### config.mk
export PLATFORM = sky130hd
export DESIGN_NAME = axis_bp_gen
export DESIGN_NICKNAME = d
export VERILOG_FILES = /design/src/rtl/axis_chk_pkg.sv /design/src/rtl/axis_bp_gen.sv
export SDC_FILE = /design/constraint.sdc
export NUM_CORES = 1
export LEC_CHECK = 0
export ABC_AREA = 1
export ABC_CLOCK_PERIOD_IN_PS = 2750
export CAP_MARGIN = 20
export CORE_AREA = 3 3 40 42
export CTS_BUF_LIST = sky130_fd_sc_hd__clkbuf_16
export DETAILED_ROUTE_END_ITERATION = 8
export DIE_AREA = 0 0 43 45
export PLACE_DENSITY_LB_ADDON = 0.15
export SLEW_MARGIN = 20
export SYNTH_ARGS = -nofsm -noshare
export SYNTH_HDL_FRONTEND = slang
export SYNTH_SLANG_ARGS = --single-unit
### constraint.sdc
create_clock -name clk -period 2.75 [get_ports clk]
set_clock_uncertainty 0.1 [all_clocks]
set_input_delay 0.275 -clock clk [delete_from_list [all_inputs] [get_ports clk]]
set_output_delay 0.275 -clock clk [all_outputs]
set_load 0.02 [all_outputs]
### src/rtl/axis_chk_pkg.sv
// Shared definitions for the AXI-Stream packet checker: FSM states, ready-mode
// encodings and the backpressure LFSR polynomial.
package axis_chk_pkg;

  typedef enum logic [1:0] {
    ST_IDLE   = 2'd0,
    ST_RECV   = 2'd1,
    ST_REPORT = 2'd2
  } chk_state_t;

  localparam logic [1:0] BP_ALWAYS = 2'd0;
  localparam logic [1:0] BP_LFSR   = 2'd1;
  localparam logic [1:0] BP_ALT    = 2'd2;
  localparam logic [1:0] BP_NEVER  = 2'd3;

  // x^8+x^6+x^5+x^4+1, Fibonacci form: feedback from bits 7,5,4,3
  localparam logic [7:0] LFSR_TAPS = 8'hB8;

  function automatic logic [7:0] lfsr_step(input logic [7:0] s);
    return {s[6:0], ^(s & LFSR_TAPS)};
  endfunction

endpackage

### src/rtl/axis_bp_gen.sv
// Registered ready generator for stream sinks: always, LFSR-gated, alternating
// or never ready; 'hold' forces the next ready low.
module axis_bp_gen
  import axis_chk_pkg::*;
#(
  parameter logic [7:0] LFSR_SEED = 8'hA5
) (
  input  logic       clk,
  input  logic       rst,
  input  logic [1:0] bp_mode,
  input  logic       hold,
  output logic       ready
);

  logic [7:0] lfsr;
  logic       ready_nxt;

  always_comb begin
    ready_nxt = 1'b0;
    if (!hold) begin
      case (bp_mode)
        BP_ALWAYS: ready_nxt = 1'b1;
        BP_LFSR:   ready_nxt = lfsr[0];
        BP_ALT:    ready_nxt = ~ready;
        BP_NEVER:  ready_nxt = 1'b0;
      endcase
    end
  end

  // LFSR free-runs every cycle regardless of mode
  always_ff @(posedge clk or posedge rst) begin
    if (rst) begin
      lfsr  <= LFSR_SEED;
      ready <= 1'b0;
    end else begin
      lfsr  <= lfsr_step(lfsr);
      ready <= ready_nxt;
    end
  end

endmodule

Word level (Yosys, flattened, before mapping). Index checks and enable logic that the tools add are counted.

Multiplexer cells: 2. Bitwise logic cells: 1. Reductions and logical operators: 2. Eq/ne operators: 3.

Operators by type and width (number): 8-bit XOR reduction (1); 2-bit equality test, second input constant (2); 1-bit case mux with 4 select lines (1); 2-bit by 1-bit equality test with 1-bit output, second input constant (1); 2-bit zero test (1); 1-bit 2-to-1 mux (1); 1-bit inverter (1).

Input bits: 5. Output and inout bits: 1. Logic and storage cells: 10. Bits in registers: 9.

Depth between registers and ports, before layout.
Depth after elaboration: 3. Gate-level depth with buffers: 5. Gate-level depth less buffers: 5.

Worst setup path before layout. No wires, ideal clock.

Path kind: flip-flop to flip-flop. Start point: register lfsr[5]. End point: register lfsr[0]. Library setup time: 75 ps. Period minus slack after synthesis: 918 ps. Required time: 2575 ps. Slack: 1832 ps. Cell stages (with the launch flop): 6. Data arrival time: 742 ps. Path buffers: 0. Cell sequence: dfstp_2 > nand2_1 > inv_1 > nor2_1 > nand2_1 > nand2_1.

Cells in the longest elaborated chain, start to end: 1.

Ends and longest elaborated chain: from (decl) (RTL line axis_bp_gen.sv:15) `logic [7:0] lfsr;`; from (signal assigned) (RTL line axis_bp_gen.sv:36) `lfsr <= lfsr_step(lfsr);`; 8-bit XOR reduction (RTL line axis_chk_pkg.sv:20) `return {s[6:0], ^(s & LFSR_TAPS)};`.

No other way between the ends.

Worst setup path after layout.
Start point: register ready. End point: output ready.

RTL lines: from (decl) (RTL line axis_bp_gen.sv:12) `output logic ready`; from (signal assigned) (RTL line axis_bp_gen.sv:37) `ready <= ready_nxt;`.

No word-level cell between the ends.

==> impl_metrics.toml <==
[flow_run]
max-cap-violations = 0

[drt]
post_drt_wl_per_cell_um = 9.283
wirelength_um = 492
first_pass_iters = 3
drtIter0Drc = 1
num_vias = 207
vias_per_cell = 3.906
final_antenna_net_count = 0
drc = 0

[sta]
worst_slew_pin_slew_ns = 0.3242
period_minus_slack_ns = 1.548
rsz0062_at_grt = "no"
tns_ns = 0
hold_violations = 0
maxSlewHeadroom = 0.7837
finalSetupViolations = 0
fin_ws_ns = 1.202
fmax_ghz = 0.6459
period_share = 0.5630
final_max_slew_viol_count = 0

[place]
pre_cts_ws_ns = 1.435
post-dp-hpwl_um = 343.8
place_congestion = 0.6775
place_area_um2 = 389.1
io_buffers = 5

[pwr]
power.internal_uw = 331.4
combPwrFrac = 0.032
powerDensity_mw_per_mm2 = 851.4
pwr-share-seq = 0.338
power_frac_clock = 0.631
p_sw_frac = 0.1682
p_leak_uw = 0.0002339
peakVddDrop_mv = 0.3200
p_switching_uw = 67.00
fin_total_pwr_uw = 398.4

[yosys]
synthesis.area_um2 = 320.3
yosys_register_bits = 9
synthDistinctLibCells = 9
syn_nets = 34
syn_inst = 29
synth.avg_cell_area_um2 = 11.05
yosys_warnings = 0
synth-seq-area-share = 0.7187

[die]
fp.dieW_um = 43
initial_core_util = 0.2493
placeableCoreArea_mm2 = 0.001285
io_pins = 6
rows = 13
dieArea_mm2 = 0.001935
die_h_um = 45

[worst_setup_path]
critPathMaxStageDelay_ns = 0.61
start_kind = "register"
r2r_cells = 5
worst-path-buf-inv = 1
worst-path-stages = 1
cp-startpoint = "ready"
path_delay_family = "buffers and inverters"
crit_chain = "clkdlybuf4s50_1"
cp_slowest_cell = "clkdlybuf4s50_1"
cp.arrival_ns = 1.17
reg2reg_from = "lfsr[5]"
required_ns = 2.38
path_max_fanout = 2
path_class = "register to output pin"
crit_path_end_kind = "output pin"

[clock_tree]
clockBufferDepth = 2
cts_tree = "built"
insertion_delay_ns = 0.23
htreeDepth = 1
post_cts_buffers = 0
root_buffer = "clkbuf_16"
clock_sinks = 9
cts_buffers = 3
path_clk_slew_ns = 0.04
hold_buffers = 0
post_cts_resized = 0

[final_layout]
num-nets-final = 44
stdcell_area_um2 = 467.9
antennaDiodeCount = 0
area_growth_pct = 46.09
mostFrequentLayoutCell = "nand2_1"
drive_gt1_frac = 0.2105
mostFrequentLayoutCells = "nand2_1, inv_1, clkdlybuf4s50_1, dfrtp_1, dfstp_2"

[outcome]
outcome = "completed"

[global_route]
grt-ovfl-total = 0
grt_pass1_wl_um = 834
grt_max_degree = 10
grt_usage = 0.06920
antenna_found_initial = 0
grt_pass1_vias = 208

[worst_hold_path]
hp-class = "primary input to async pin"
==> power groups by stage <==
stage | combinational (uW) | clock (uW) | sequential, uW
finish | 12.7 | 251 | 134
global route | 14.2 | 261 | 135
CTS | 13.2 | 256 | 134
detailed placement | 13.1 | 0 | 136
global placement | 12.8 | 0 | 136
floorplan | 3.94 | 0 | 137
==> metrics by stage <==
step | instances | hold WS [ns] | utilization
6_report | 53 | 0.1990 | 0.3642
5_1_grt | 53 | 0.2401 | 0.3642
4_1_cts | 53 | 0.2135 | 0.3642
3_5_place_dp | 49 | 0.2439 | 0.3028
3_3_place_gp | 49 | 0.2355 | 0.3028
2_1_floorplan | 29 | 0.00005551 | -
==> cells in the mapped netlist, drive strengths merged <==
cell type / n / area [um2]
inv: 6 / 22.52
xnor2: 1 / 8.760
o21a: 1 / 7.510
dfrtp: 5 / 125.1
dfstp: 4 / 105.1
nor2: 3 / 13.77
o21bai: 1 / 7.510
nand2: 8 / 30.03
==> sequential cells by signal, indices dropped and copies added (netlist names) <==
register,count
ready,1
lfsr,8
==> path summary, 6_finish.rpt <==
kind                           end  slack, ns
setup reg to reg           lfsr[0]       1.78
max in group asynchronous  lfsr[2]       2.06
setup / recovery             ready       1.20
hold / removal             lfsr[4]       0.20
hold reg to reg            lfsr[2]       0.25
min in group clk           lfsr[2]       0.25
==> per-layer routing <==
metal  vias up  GRT usage  part of all wire
li1        100          -                 -
met1        95    0.07018              0.41
met2         7    0.08982              0.45
met3         5    0.03586             0.073
met4         0    0.09036             0.059
met5         -          0                 0
==> cell type report <==
type / instances / area (um2)
Timing Repair Buffer: 5 / 50.05
Clock buffer: 3 / 75.07
Tap cell: 15 / 18.77
Fill cell: 131 / 817.0
Inverter: 6 / 22.52
Multi-Input combinational cell: 14 / 67.56
Sequential cell: 9 / 230.2
Clock inverter: 1 / 3.754
==> cell families (layout without fill, tap and decap cells) <==
logic type | count (synthesis) | count (layout) | share of synthesized area
compound gates | 2 | 2 | 0.04689
xor+xnor | 1 | 1 | 0.02735
buf+inv | 6 | 15 | 0.07031
flops | 9 | 9 | 0.7187
simple gates | 11 | 11 | 0.1367
==> worst reg2reg max path: stages (launching register included) <==
cell     delay [ns]
dfstp_2        0.54
nand2_1        0.07
inv_1          0.06
nor2_1         0.03
nand2_1        0.05
nand2_1        0.05
Note: power is estimated with default switching activity, not from simulation.
